File: src/rtl/quicksort_pkg.sv
// Shared types, sizes and the constant source table for the quicksort block.
package quicksort_pkg;

    localparam int unsigned N     = 16;
    localparam int unsigned IDX_W = 4;

    typedef logic [IDX_W-1:0] idx_t;
    typedef logic [7:0]       byte_t;

    typedef enum logic [2:0] {
        S_IDLE,
        S_COPY,
        S_POP,
        S_PART,
        S_PLACE,
        S_DONE
    } state_t;

    // Signed bytes: 12,-3,45,7,0,-128,99,7,33,-1,64,5,-50,127,2,18
    localparam byte_t SRC_TABLE [N] = '{
        8'h0C, 8'hFD, 8'h2D, 8'h07, 8'h00, 8'h80, 8'h63, 8'h07,
        8'h21, 8'hFF, 8'h40, 8'h05, 8'hCE, 8'h7F, 8'h02, 8'h12
    };

    // True when a 7-bit byte address falls inside [base, base+N).
    function automatic logic in_range(input logic [6:0] addr, input int unsigned base);
        int unsigned a;
        a = 32'(addr);
        return (a >= base) && (a < base + N);
    endfunction

    // Entry index of an address relative to a window base.
    function automatic idx_t offset_of(input logic [6:0] addr, input int unsigned base);
        return idx_t'(addr - 7'(base));
    endfunction

    // Write mask (1<<size)-1, saturating at a full byte.
    function automatic byte_t size_mask(input logic [3:0] size);
        logic [15:0] m;
        m = (16'd1 << size) - 16'd1;
        return m[7:0];
    endfunction

endpackage

File: src/rtl/qs_range_stack.sv
// LIFO of (lo,hi) index pairs; can take two pushes in one cycle (a below b).
module qs_range_stack
    import quicksort_pkg::*;
(
    input  logic clk,
    input  logic rst,
    input  logic push_a_i,
    input  logic push_b_i,
    input  logic pop_i,
    input  idx_t a_lo_i,
    input  idx_t a_hi_i,
    input  idx_t b_lo_i,
    input  idx_t b_hi_i,
    output logic empty_o,
    output idx_t top_lo_o,
    output idx_t top_hi_o
);

    idx_t        lo_mem [N];
    idx_t        hi_mem [N];
    logic [4:0]  cnt_q, cnt_d;
    idx_t        slot_a, slot_b, top_idx;

    assign empty_o  = (cnt_q == 5'd0);
    assign slot_a   = cnt_q[3:0];
    assign slot_b   = cnt_q[3:0] + {3'b000, push_a_i};
    assign top_idx  = idx_t'(cnt_q - 5'd1);
    assign top_lo_o = lo_mem[top_idx];
    assign top_hi_o = hi_mem[top_idx];

    // Occupancy count: pop removes one, pushes add up to two.
    always_comb begin
        cnt_d = cnt_q;
        if (pop_i && !empty_o) begin
            cnt_d = cnt_q - 5'd1;
        end else begin
            cnt_d = cnt_q + {4'b0000, push_a_i} + {4'b0000, push_b_i};
        end
    end

    // Count register; reset empties the stack.
    always_ff @(posedge clk or posedge rst) begin
        if (rst) begin
            cnt_q <= '0;
        end else begin
            cnt_q <= cnt_d;
        end
    end

    // Entry storage; contents are only meaningful below the count.
    always_ff @(posedge clk) begin
        if (push_a_i) begin
            lo_mem[slot_a] <= a_lo_i;
            hi_mem[slot_a] <= a_hi_i;
        end
        if (push_b_i) begin
            lo_mem[slot_b] <= b_lo_i;
            hi_mem[slot_b] <= b_hi_i;
        end
    end

endmodule

File: src/rtl/quicksort_main.sv
// In-place Lomuto quicksort of a 16-byte RAM seeded from a constant table,
// with two slave channels for reading/writing the RAM and reading the table.
module quicksort_main
    import quicksort_pkg::*;
#(
    parameter int unsigned MEM_var_28860_28869 = 32,
    parameter int unsigned MEM_var_29131_28866 = 32
) (
    input  logic        clock,
    input  logic        reset,
    input  logic        start_port,
    input  logic [1:0]  S_oe_ram,
    input  logic [1:0]  S_we_ram,
    input  logic [13:0] S_addr_ram,
    input  logic [15:0] S_Wdata_ram,
    input  logic [7:0]  S_data_ram_size,
    input  logic [15:0] M_Rdata_ram,
    input  logic [1:0]  M_DataRdy,
    output logic        done_port,
    output logic [15:0] Sout_Rdata_ram,
    output logic [1:0]  Sout_DataRdy,
    output logic [1:0]  Mout_oe_ram,
    output logic [1:0]  Mout_we_ram,
    output logic [13:0] Mout_addr_ram,
    output logic [15:0] Mout_Wdata_ram,
    output logic [7:0]  Mout_data_ram_size
);

    state_t      state_q, state_d;
    idx_t        lo_q, lo_d, hi_q, hi_d, i_q, i_d, j_q, j_d;
    byte_t       pivot_q, pivot_d;
    byte_t       ram_q [N];
    byte_t       ram_d [N];
    logic [15:0] rdata_q, rdata_d;
    logic [1:0]  rdy_q, rdy_d;

    logic        push_a, push_b, pop, stk_empty;
    idx_t        a_lo, a_hi, b_lo, b_hi, top_lo, top_hi;

    logic [6:0]  ch_addr  [2];
    byte_t       ch_wdata [2];
    byte_t       ch_mask  [2];
    logic        ch_rd    [2];
    logic        ch_wr    [2];
    logic        host_ok;
    logic        unused_master;

    assign unused_master      = ^{M_Rdata_ram, M_DataRdy};
    assign Mout_oe_ram        = '0;
    assign Mout_we_ram        = '0;
    assign Mout_addr_ram      = '0;
    assign Mout_Wdata_ram     = '0;
    assign Mout_data_ram_size = '0;
    assign Sout_Rdata_ram     = rdata_q;
    assign Sout_DataRdy       = rdy_q;
    assign host_ok            = (state_q == S_IDLE) || (state_q == S_DONE);

    qs_range_stack u_stack (
        .clk      (clock),
        .rst      (reset),
        .push_a_i (push_a),
        .push_b_i (push_b),
        .pop_i    (pop),
        .a_lo_i   (a_lo),
        .a_hi_i   (a_hi),
        .b_lo_i   (b_lo),
        .b_hi_i   (b_hi),
        .empty_o  (stk_empty),
        .top_lo_o (top_lo),
        .top_hi_o (top_hi)
    );

    // Slave decode: a read wins over a write on the same channel; RAM window shadows the table.
    always_comb begin
        rdata_d = '0;
        rdy_d   = '0;
        for (int unsigned c = 0; c < 2; c++) begin
            ch_addr[c]  = S_addr_ram[7*c +: 7];
            ch_wdata[c] = S_Wdata_ram[8*c +: 8];
            ch_mask[c]  = size_mask(S_data_ram_size[4*c +: 4]);
            ch_rd[c]    = S_oe_ram[c] && (in_range(ch_addr[c], MEM_var_29131_28866) ||
                                          in_range(ch_addr[c], MEM_var_28860_28869));
            ch_wr[c]    = S_we_ram[c] && !S_oe_ram[c] && host_ok &&
                          in_range(ch_addr[c], MEM_var_29131_28866);
            rdy_d[c]    = ch_rd[c] || ch_wr[c];
            if (ch_rd[c]) begin
                if (in_range(ch_addr[c], MEM_var_29131_28866)) begin
                    rdata_d[8*c +: 8] = ram_q[offset_of(ch_addr[c], MEM_var_29131_28866)];
                end else begin
                    rdata_d[8*c +: 8] = SRC_TABLE[offset_of(ch_addr[c], MEM_var_28860_28869)];
                end
            end
        end
    end

    // Sort FSM next state, RAM updates and stack control; host writes applied last (channel 1 last).
    always_comb begin
        state_d   = state_q;
        lo_d      = lo_q;
        hi_d      = hi_q;
        i_d       = i_q;
        j_d       = j_q;
        pivot_d   = pivot_q;
        ram_d     = ram_q;
        push_a    = 1'b0;
        push_b    = 1'b0;
        pop       = 1'b0;
        a_lo      = '0;
        a_hi      = '0;
        b_lo      = '0;
        b_hi      = '0;
        done_port = 1'b0;
        case (state_q)
            S_IDLE: begin
                if (start_port) begin
                    j_d     = '0;
                    state_d = S_COPY;
                end
            end
            S_COPY: begin
                ram_d[j_q] = SRC_TABLE[j_q];
                if (j_q == idx_t'(N - 1)) begin
                    push_a  = 1'b1;
                    a_lo    = '0;
                    a_hi    = idx_t'(N - 1);
                    state_d = S_POP;
                end else begin
                    j_d = j_q + 4'd1;
                end
            end
            S_POP: begin
                if (stk_empty) begin
                    state_d = S_DONE;
                end else begin
                    pop = 1'b1;
                    if (top_lo < top_hi) begin
                        lo_d    = top_lo;
                        hi_d    = top_hi;
                        i_d     = top_lo;
                        j_d     = top_lo;
                        pivot_d = ram_q[top_hi];
                        state_d = S_PART;
                    end
                end
            end
            S_PART: begin
                if ($signed(ram_q[j_q]) < $signed(pivot_q)) begin
                    ram_d[i_q] = ram_q[j_q];
                    ram_d[j_q] = ram_q[i_q];
                    i_d        = i_q + 4'd1;
                end
                if (j_q == hi_q - 4'd1) begin
                    state_d = S_PLACE;
                end else begin
                    j_d = j_q + 4'd1;
                end
            end
            S_PLACE: begin
                ram_d[i_q] = ram_q[hi_q];
                ram_d[hi_q] = ram_q[i_q];
                push_a = 1'b1;
                push_b = 1'b1;
                // Edge indices push an explicitly empty (lo>hi) range instead of wrapping.
                if (i_q == 4'hF) begin
                    a_lo = 4'hF;
                    a_hi = 4'h0;
                end else begin
                    a_lo = i_q + 4'd1;
                    a_hi = hi_q;
                end
                if (i_q == 4'h0) begin
                    b_lo = 4'h1;
                    b_hi = 4'h0;
                end else begin
                    b_lo = lo_q;
                    b_hi = i_q - 4'd1;
                end
                state_d = S_POP;
            end
            S_DONE: begin
                done_port = 1'b1;
                state_d   = S_IDLE;
            end
            default: state_d = S_IDLE;
        endcase
        for (int unsigned c = 0; c < 2; c++) begin
            if (ch_wr[c]) begin
                ram_d[offset_of(ch_addr[c], MEM_var_29131_28866)] =
                    (ram_q[offset_of(ch_addr[c], MEM_var_29131_28866)] & ~ch_mask[c]) |
                    (ch_wdata[c] & ch_mask[c]);
            end
        end
    end

    // State, datapath, RAM and slave response registers.
    always_ff @(posedge clock or posedge reset) begin
        if (reset) begin
            state_q <= S_IDLE;
            lo_q    <= '0;
            hi_q    <= '0;
            i_q     <= '0;
            j_q     <= '0;
            pivot_q <= '0;
            ram_q   <= '{default: '0};
            rdata_q <= '0;
            rdy_q   <= '0;
        end else begin
            state_q <= state_d;
            lo_q    <= lo_d;
            hi_q    <= hi_d;
            i_q     <= i_d;
            j_q     <= j_d;
            pivot_q <= pivot_d;
            ram_q   <= ram_d;
            rdata_q <= rdata_d;
            rdy_q   <= rdy_d;
        end
    end

endmodule

File: config.mk
export PLATFORM = sky130hd
export DESIGN_NAME = quicksort_main
export DESIGN_NICKNAME = d
export VERILOG_FILES = /design/src/rtl/quicksort_pkg.sv /design/src/rtl/qs_range_stack.sv /design/src/rtl/quicksort_main.sv
export SDC_FILE = /design/constraint.sdc
export NUM_CORES = 2
export LEC_CHECK = 0
export CAP_MARGIN = 30
export CORE_MARGIN = 1
export CORE_UTILIZATION = 43
export DETAILED_ROUTE_END_ITERATION = 8
export PLACE_DENSITY = 0.63
export SYNTH_ARGS = -nofsm -noshare
export SYNTH_HDL_FRONTEND = slang
export SYNTH_HIERARCHICAL = 1
export SYNTH_SLANG_ARGS = --single-unit
export TNS_END_PERCENT = 20
File: constraint.sdc
create_clock -name clock -period 8.5 [get_ports clock]
set_clock_uncertainty 0.05 [all_clocks]
set_input_delay 1.275 -clock clock [delete_from_list [all_inputs] [get_ports clock]]
set_output_delay 1.275 -clock clock [all_outputs]
set_load 0.1 [all_outputs]
==> impl_metrics.yaml <==
sta:
  final_max_slew_viol_count: 0
  fin_tns_setup_ns: 0
  final.min_clock_period_ns: 6.18
  tightest_slew_ns: 1.14
  rsz0062_at_grt: "no"
  timing.final.crit_share_pct: 72.7
  finalHoldViolations: 0
  slew_headroom_pct: 23.7
  setup_viol: 0
  max_freq_mhz: 162
clock_network:
  clk_latency_ns: 0.63
  path_clk_slew_ns: 0.06
  cts.sinks: 306
  htree_num_levels: 2
  post_cts_resized: 0
  cts_setup_buffers: 0
  root_buffer: "clkbuf_16"
  cts_buffer_depth: 3
  cts_tree: "yes"
  postCtsHoldBufs: 0
  cts_buffers: 41
routing:
  route.detailed.drc: 0
  vias: 33500
  drt-pass1-iter-count: 8
  drt.antenna.violating_nets: 0
  wirelength_mm: 178
  routedWlPerCell_um: 41.9
  drt_iter0_drc: 5965
  via_per_inst: 7.87
placement:
  gp_congestion: 1.08
  dpl-instance-area_um2: 32600
  dp_hpwl_mm: 122
  portBuffers: 63
global_routing:
  grt_util_met1_pct: 59.6
  grt_overflow: 0
  grt_pass1_wl_mm: 245
  grt_start_max_net_pins: 68
  grt_pass1_vias: 30600
  use_met2_pct: 63.3
  antenna_found_initial: 19
  grt_usage_pct: 47.2
  globalRoute.busiestLayer: "met2"
  grtUsageMet3_pct: 20.9
job:
  maxCapViolations: 0
synth:
  synth-seq-area-share_pct: 26.6
  synth_cells: 3377
  ys.flop_type: "dfrtp_1"
  synth_top_area_share_pct: 14.3
  syn-cell-area_um2: 31100
  ys_seq_elements: 306
  async_flop_share_pct: 58.2
  syn_avg_cell_area_um2: 9.22
  yosysWarnings: 6
  synth-edff-count: 128
  synth_area_leaders: "dfrtp_1, mux4_2, edfxtp_1"
  synth_cell_types: 100
  yosysTopAreaCell: "dfrtp_1"
power:
  switching_share_pct: 60.5
  total_power_uw: 15900
  p_leak_uw: 0.0134
  power_frac_seq_pct: 17.3
  ir_drop_mv: 0.580
  combPwrFrac_pct: 71.4
  clkPwrFrac_pct: 11.3
  intPower_uw: 6300
  p_switching_uw: 9630
  powerDensity_nw_per_um2: 467
cells_and_area:
  layout-drive-gt1-share_pct: 19.4
  final_nets: 3371
  design_area_um2: 34100
  area_growth_pct: 9.54
critical_path:
  path_max_fanout: 48
  max_stage_delay_ns: 0.87
  path_buf_inv: 3
  cp-start-kind: "flop"
  reg2reg_slack_ns: 2.32
  critPathLaunch: "j_q[0]$_DFFE_PP0P_"
  crit_required_ns: 8.91
  critical_path_class: "reg2reg"
  cp_cell_sequence: "buf_4 > mux4_2 > a21oi_1 > nor2_2 > ha_1 > a21oi_1 > o21bai_1 > nor3_1 > mux2i_4 > buf_4 > and2_4 > buf_12 > a221oi_1 > or3_1"
  crit_path_end_kind: "flop"
  rr_startpoint: "j_q[0]$_DFFE_PP0P_"
  critPathSlowestCell: "dfrtp_4"
  worstPathArrival_ns: 6.59
  path_delay_family: "buffers and inverters"
floorplan:
  num_rows: 98
  die_area_um2: 73500
  design.core.area_um2: 71600
  start_util_pct: 43.5
  io-pin-count: 124
  fp.dieW_um: 271
  die_h_um: 271
min_path:
  hp-class: "reg2reg"
  hold_start: "lo_q[2]$_DFFE_PP0P_"
status:
  outcome: "finished clean"
## tightest hold or removal path: stages (launching register included)
cell and delay (ns):
dfrtp_1 0.34, nand2_1 0.05, nand2_1 0.05
## Yosys cell counts, types with 13 or more instances
| library cell | count |
|---|---|
| a2111oi_0 | 18 |
| a211o_1 | 76 |
| a211oi_1 | 87 |
| a21o_1 | 20 |
| a21oi_1 | 149 |
| a221o_1 | 54 |
| a221oi_1 | 160 |
| a22o_1 | 17 |
| a22oi_1 | 26 |
| a31oi_1 | 17 |
| and2_1 | 49 |
| and3_1 | 43 |
| buf_1 | 36 |
| buf_2 | 66 |
| buf_4 | 62 |
| clkbuf_1 | 234 |
| dfrtp_1 | 178 |
| edfxtp_1 | 128 |
| ha_1 | 45 |
| inv_1 | 168 |
| mux2_2 | 135 |
| mux2_4 | 16 |
| mux2i_1 | 119 |
| mux4_2 | 173 |
| nand2_1 | 270 |
| nand2b_1 | 20 |
| nand3_1 | 76 |
| nor2_1 | 183 |
| nor2b_1 | 27 |
| nor3_1 | 41 |
| o211ai_1 | 29 |
| o21ai_0 | 141 |
| o221ai_1 | 60 |
| o22ai_1 | 196 |
| o32ai_1 | 13 |
| or3_1 | 13 |
## power by group through the flow
stage | combinational (uW) | sequential [uW] | clock (uW)
final | 11400 | 2750 | 1800
after CTS | 10600 | 2640 | 1810
after floorplan | 6650 | 2120 | 0
after global placement | 10500 | 2670 | 0
after detailed placement | 10600 | 2670 | 0
after global routing | 11300 | 2710 | 1860
## registers in the layout, summed over array words and instances (netlist names), 4 cells and up
register / cells
ram_q: 128
hi_q: 4
lo_q: 4
i_q: 4
u_stack/cnt_q: 5
pivot_q: 8
Sout_Rdata_ram: 16
u_stack/lo_mem: 64
j_q: 4
u_stack/hi_mem: 64
## worst paths after layout
path,end,cells past startpoint
min in group asynchronous,u_stack/cnt_q[1]$_DFF_PP0_,2
min reg2reg,lo_q[2]$_DFFE_PP0P_,2
min,lo_q[2]$_DFFE_PP0P_,2
max,ram_q[90]$_DFF_PP0_,14
max in group asynchronous,Sout_Rdata_ram[15]$_DFF_PP0_,3
max reg2reg,ram_q[90]$_DFF_PP0_,14
## cell type report
type	instances	area, um^2
Fill cell	6908	37500
Multi-Input combinational cell	2526	20600
Sequential cell	306	8310
Timing Repair Buffer	214	1940
Tap cell	950	1190
Clock buffer	60	1170
Inverter	173	657
Clock inverter	16	189
Antenna cell	13	32.5
## cells in the final DEF (no fill, tap or decap), types with 16 or more instances in the layout
| cell | n |
|---|---|
| nor2_1 | 175 |
| mux2_4 | 16 |
| a2111oi_0 | 18 |
| o21ai_0 | 141 |
| a31oi_1 | 16 |
| a22o_1 | 17 |
| mux2_2 | 135 |
| a211oi_1 | 87 |
| and2_1 | 48 |
| o221ai_1 | 59 |
| buf_4 | 132 |
| a221oi_1 | 158 |
| nand2b_1 | 20 |
| o211ai_1 | 29 |
| ha_1 | 45 |
| a22oi_1 | 26 |
| conb_1 | 42 |
| mux4_2 | 173 |
| a21o_1 | 20 |
| nand3_1 | 76 |
| a21oi_1 | 147 |
| nand2_1 | 269 |
| clkbuf_16 | 43 |
| inv_1 | 166 |
| a211o_1 | 76 |
| a221o_1 | 53 |
| nor2b_1 | 26 |
| nor3_1 | 40 |
| clkdlybuf4s50_1 | 61 |
| edfxtp_1 | 128 |
| dfrtp_1 | 173 |
| mux2i_1 | 112 |
| and3_1 | 43 |
| o22ai_1 | 196 |
## cells by family after synthesis
logic type | synth area share (%)
adder cells (fa/ha/maj) | 1.87
other | 0.0120
buffers and inverters | 8.46
flip-flops | 26.6
AO/OA/AOI/OAI | 27.1
multiplexers | 23.1
XOR/XNOR | 0.510
AND/OR/NAND/NOR | 12.3
## metrics by stage
stage | hold WS (ns) | cells | util (%) | worst slack [ns]
4_1_cts | 0.421 | 4237 | 47.4 | 2.79
3_5_place_dp | 0.406 | 4161 | 45.5 | 2.82
6_report | 0.418 | 4258 | 47.6 | 2.32
3_3_place_gp | 0.406 | 4148 | 45.3 | 2.80
5_1_grt | 0.436 | 4246 | 47.6 | 2.38
2_1_floorplan | 0.388 | 3418 | - | 2.49
## routing by layer
layer  routed length [um]  vias up  part of all wire (%)
li1                     -    13000                     -
met1                65200    16400                    37
met2                69500     3251                    39
met3                27800      856                    16
met4                15800       16                   8.8
met5                  121        -                 0.068
Power figures use the tool's default switching activity.
